--- src/rtl/sda_rx_pkg.sv ---
// Shared types and widths for the I2C slave receive front end.
package sda_rx_pkg;

    localparam int unsigned BYTE_W    = 8;
    localparam int unsigned BIT_CNT_W = 3;

    typedef enum logic [2:0] {
        StIdle,
        StAddr,
        StAddrAck,
        StData,
        StDataAck
    } state_t;

endpackage

--- src/rtl/sync_edge.sv ---
// Two-flop synchroniser plus one delay stage for edge detection.
// All flops reset to 1 so an idle bus produces no edge after reset.
module sync_edge (
    input  logic clk,
    input  logic rst,
    input  logic raw,
    output logic sync,
    output logic prev
);

    logic meta_q;

    always_ff @(posedge clk) begin
        if (rst) begin
            meta_q <= 1'b1;
            sync   <= 1'b1;
            prev   <= 1'b1;
        end else begin
            meta_q <= raw;
            sync   <= meta_q;
            prev   <= sync;
        end
    end

endmodule

--- src/rtl/sda_rx.sv ---
// I2C slave receive front end: START/STOP detection, address check,
// write-data deserialisation and master ACK/NACK sampling during reads.
module sda_rx
    import sda_rx_pkg::*;
#(
    parameter logic [6:0] SLAVE_ADDR = 7'b1111000
) (
    input  logic              clk,
    input  logic              rst,
    input  logic              scl_in,
    input  logic              sda_in,
    output logic              start_found,
    output logic              stop_found,
    output logic              address_match,
    output logic              rw_mode,
    output logic [BYTE_W-1:0] rx_data,
    output logic              rx_valid,
    output logic              ack_valid,
    output logic              nack
);

    localparam logic [BIT_CNT_W-1:0] LastBit = BIT_CNT_W'(BYTE_W - 1);

    logic scl_s, scl_d, sda_s, sda_d;

    sync_edge u_sync_scl (
        .clk  (clk),
        .rst  (rst),
        .raw  (scl_in),
        .sync (scl_s),
        .prev (scl_d)
    );

    sync_edge u_sync_sda (
        .clk  (clk),
        .rst  (rst),
        .raw  (sda_in),
        .sync (sda_s),
        .prev (sda_d)
    );

    logic scl_rise, start_cond, stop_cond;

    assign scl_rise   = scl_s & ~scl_d;
    assign start_cond = scl_s & sda_d & ~sda_s;
    assign stop_cond  = scl_s & ~sda_d & sda_s;

    state_t                 state_q;
    logic [BIT_CNT_W-1:0]   bit_cnt_q;
    logic [BYTE_W-1:0]      shift_q;
    logic [BYTE_W-1:0]      shift_nxt;
    logic                   last_bit;

    assign shift_nxt = {shift_q[BYTE_W-2:0], sda_s};
    assign last_bit  = (bit_cnt_q == LastBit);

    always_ff @(posedge clk) begin
        if (rst) begin
            state_q       <= StIdle;
            bit_cnt_q     <= '0;
            shift_q       <= '0;
            start_found   <= 1'b0;
            stop_found    <= 1'b0;
            address_match <= 1'b0;
            rw_mode       <= 1'b0;
            rx_data       <= '0;
            rx_valid      <= 1'b0;
            ack_valid     <= 1'b0;
            nack          <= 1'b0;
        end else begin
            start_found   <= 1'b0;
            stop_found    <= 1'b0;
            address_match <= 1'b0;
            rx_valid      <= 1'b0;
            ack_valid     <= 1'b0;

            if (stop_cond) begin
                state_q    <= StIdle;
                bit_cnt_q  <= '0;
                stop_found <= 1'b1;
            end else if (start_cond) begin
                state_q     <= StAddr;
                bit_cnt_q   <= '0;
                shift_q     <= '0;
                start_found <= 1'b1;
            end else if (scl_rise) begin
                case (state_q)
                    StAddr: begin
                        shift_q   <= shift_nxt;
                        // 3-bit counter wraps to 0 on the 8th bit by itself
                        bit_cnt_q <= bit_cnt_q + 1'b1;
                        if (last_bit) begin
                            if (shift_nxt[BYTE_W-1:1] == SLAVE_ADDR) begin
                                address_match <= 1'b1;
                                rw_mode       <= shift_nxt[0];
                                state_q       <= StAddrAck;
                            end else begin
                                state_q <= StIdle;
                            end
                        end
                    end
                    StAddrAck: begin
                        bit_cnt_q <= '0;
                        state_q   <= StData;
                    end
                    StData: begin
                        shift_q   <= shift_nxt;
                        bit_cnt_q <= bit_cnt_q + 1'b1;
                        if (last_bit) begin
                            // In read mode these bits are our own transmit data
                            if (!rw_mode) begin
                                rx_data  <= shift_nxt;
                                rx_valid <= 1'b1;
                            end
                            state_q <= StDataAck;
                        end
                    end
                    StDataAck: begin
                        if (rw_mode) begin
                            ack_valid <= 1'b1;
                            nack      <= sda_s;
                        end
                        bit_cnt_q <= '0;
                        state_q   <= StData;
                    end
                    default: ;
                endcase
            end
        end
    end

endmodule

--- config.mk ---
export PLATFORM = sky130hd
export DESIGN_NAME = sda_rx
export DESIGN_NICKNAME = d
export VERILOG_FILES = /design/src/rtl/sda_rx_pkg.sv /design/src/rtl/sync_edge.sv /design/src/rtl/sda_rx.sv
export SDC_FILE = /design/constraint.sdc
export NUM_CORES = 1
export LEC_CHECK = 0
export ABC_AREA = 0
export CAP_MARGIN = 30
export CORE_MARGIN = 2
export CORE_UTILIZATION = 53
export CTS_CLUSTER_SIZE = 12
export DETAILED_ROUTE_END_ITERATION = 8
export GPL_ROUTABILITY_DRIVEN = 0
export GPL_TIMING_DRIVEN = 0
export MAX_ROUTING_LAYER = met4
export PLACE_DENSITY = 0.79
export SLEW_MARGIN = 5
export SYNTH_ARGS = -nofsm -noshare
export SYNTH_HDL_FRONTEND = slang
export SYNTH_HIERARCHICAL = 1
export SYNTH_SLANG_ARGS = --single-unit
--- constraint.sdc ---
create_clock -name clk -period 1.8 [get_ports clk]
set_clock_uncertainty 0.2 [all_clocks]
set_input_delay 0.27 -clock clk [delete_from_list [all_inputs] [get_ports clk]]
set_output_delay 0.27 -clock clk [all_outputs]
set_load 0.02 [all_outputs]
==> impl_results.md <==
- Total iterations of the first detailed-routing run: 4
- Global-route wire length before repair: 4.51 mm
- Status: completed
- Leakage: 0.762 nW
- Via count: 1111
- Net Count, Synth: 155
- Ys async rst share: 0
- Top cell type's share of synthesized area: 0.486
- Largest net degree at the start of global routing: 11
- Number of max-cap violations: 0
- Number of hold violations in the final report: 0
- Reg-to-Reg End: rx_data[4]
- Drt total wl: 2.79 mm
- Commonest non-fill, non-tap cell in the layout: dfxtp_1
- Vias in the first global route: 1009
- Post-synthesis mux area share: 0.0643
- Clock Latency Late Sink: 0.34 ns
- Post-Synth Simple-Gate Area: 0.236
- CP Class: reg2out
- IO buf count: 18
- Hold Path Sink: u_sync_sda/sync
- H-tree depth: 2
- EDFF count, synth: 0
- Fin Setup TNS: 0 ns
- IO Count: 19
- Via density: 5.50
- Maximum VDD drop: 0.661 mV
- Post-Route Utilization: 0.683
- # DRC: 0
- Critical path launch point type: flip-flop
- Adder-cell area share of the yosys netlist: 0.0348
- Total die area: 3070 sq um
- Root Buffer: clkbuf_4
- Total gr overflow: 0
- Slowest stage cell, crit path: clkdlybuf4s50_1
- Worst path cell trace: clkdlybuf4s50_1
- Worst rel slew slack: 0.697
- Nets: 179
- Final setup violating endpoints: 0
- Multi-input logic area: 689 sq um
- Hold-fix buffers at CTS: 0
- DRT iter0 DRCs: 32
- Hold Crit Start: u_sync_sda/meta_q
- Crit path DAT: 1.29 ns
- Crit Path Max Fanout: 2
- Leading cell types in the layout, fill and taps excluded: dfxtp_1 (32), nor2_1 (13), nand2_1 (12)
- CTS tree: yes
- Worst-path clk slew: 0.09 ns
- Final min period: 1.76 ns
- Synthesized cell area: 1400 sq um
- Synth Area per Inst: 9.47 sq um
- R2r startpoint: bit_cnt_q[0]
- Period Utilization, post-route: 0.980
- CP Buf/Inv Count: 1
- Compound-Gate Fraction of Synth Area: 0.122
- Max Transition Viols Final: 0
- Min-Delay Path Class: reg2reg
- Seq cells post-synth: 34
- P&R area growth vs syn: 21.9%
- Pwr dens: 707 nW/um^2
- Detail Route Antenna Nets: 0
- Synth top area cells: dfxtp_1 (49%), mux2i_1 (6.4%), a21oi_1 (4.3%), nor2_1 (3.5%), nand2_1 (3.2%)
- R2R cell count: 7
- Synth Area in XOR/XNOR: 0.0116
- YS warnings: 6
- Share of post-route cells with drive strength above 1: 0.122
- Initial Util: 0.561
- CTS Sinks: 34
- # fillers: 202
- Core area: 2500 sq um
- Hold path cells: 1
- ANT cells: 0
- DP HPWL: 1.96 mm
- Crit end category: output pin
- CTS buffer count: 5
- Post-synthesis sequential area ratio: 0.486
- Setup crit start: rx_data[0]
- Syn Inst Count: 148
- CTS Buffer Depth: 2
- Chip Height: 55.4 um
- Worst Max-Slew Pin Slew: 0.454 ns
- Die W: 55.4 um
- Synth area leader: dfxtp_1
- R2R Setup Slk: 0.05 ns
- Family with the most delay on the worst path: buffers and inverters
- Max stage delay on crit path: 0.61 ns
- Ys flop type: dfxtp_1
- FMAX: 567 MHz
- WL/cell: 13.8 um
- RSZ-0062 raised after global routing: true
- Critical path required time: 1.33 ns
- GR Util All Layers: 0.194
- Final Cell Area: 1710 sq um
- Post-CTS setup buffers: 0
- Initial antenna violation count: 0
- Distinct cells, synth: 36
- Cell row count: 18
- Sequential cell area: 683 sq um
- Post-DP Area: 1620 sq um
- Largest family of logic cells by synthesized area: simple AND/OR/NAND/NOR gates
-- area by class of cell --
cell class              count  share of cell area
flip-flops and latches     34               0.400
plain buffers               7              0.0264
inverters                   4             0.00879
well taps                  30              0.0220
clock buffers               5              0.0220
clock inverters             2             0.00586
repair buffers             18               0.111
multi-input cells         102               0.404
-- power breakdown --
part | internal (mW) | leakage [nW] | switching, mW
logic | 0.0231 | 0.456 | 0.0311
registers | 0.760 | 0.274 | 0.00828
clock network | 0.140 | 0.0308 | 0.245
total | 0.923 | 0.762 | 0.284
-- per-layer routing --
metal | track usage | wire length (um)
met3 | 0.0703 | 136
met4 | 0.0767 | 61
met5 | - | 0
met1 | 0.225 | 1230
met2 | 0.306 | 1360
-- worst max-delay path by stage --
stage	cells past startpoint	slack, ns	endpoint
floorplan	5	0.16	shift_q[5]
global placement	5	-0.19	rx_data[0]
global route	7	-0.006	rx_data[7]
detailed placement	5	-0.19	rx_data[0]
CTS	1	0.02	rx_data[0]
finish	1	0.04	rx_data[0]
-- synth_stat cells, types with 2 or more instances --
cell,count
ha_1,3
a21oi_1,12
nand2b_1,3
a22oi_1,2
nand4b_1,3
inv_1,4
clkbuf_1,5
nor3_1,3
buf_6,2
nand3b_1,2
nor2_1,13
dfxtp_1,34
nand2_1,12
nor4b_1,2
or2_1,7
o21ai_1,8
nor2b_1,2
o21ai_0,3
nand3_1,3
mux2i_1,9
-- repair_timing --
item | 4_1_cts | 5_1_grt
resized for setup | 4 | 12
pin swaps | 0 | 2
setup endpoints to repair | 3 | 18
-- state kept, by name (all words and copies together), names as in the netlist, 3 cells and up --
signal     count
bit_cnt_q      3
shift_q        7
rx_data        8
state_q        3
-- through the flow --
stage	instances	hold WS (ns)	setup WS, ns	total power [mW]
floorplan	148	0.167	0.156	0.817
global placement	196	0.189	-0.191	0.836
detailed placement	196	0.202	-0.188	0.838
CTS	203	0.226	0.0152	1.22
global route	202	0.233	-0.00620	1.25
finish	202	0.220	0.0362	1.21
-- logic make-up after synthesis --
kind of cell	after synthesis
buffers and inverters	12
AND/OR/NAND/NOR	58
flip-flops	34
XOR/XNOR	1
AO/OA/AOI/OAI	30
multiplexers	9
adder cells (fa/ha/maj)	4
(Power assumes the default switching activity.)
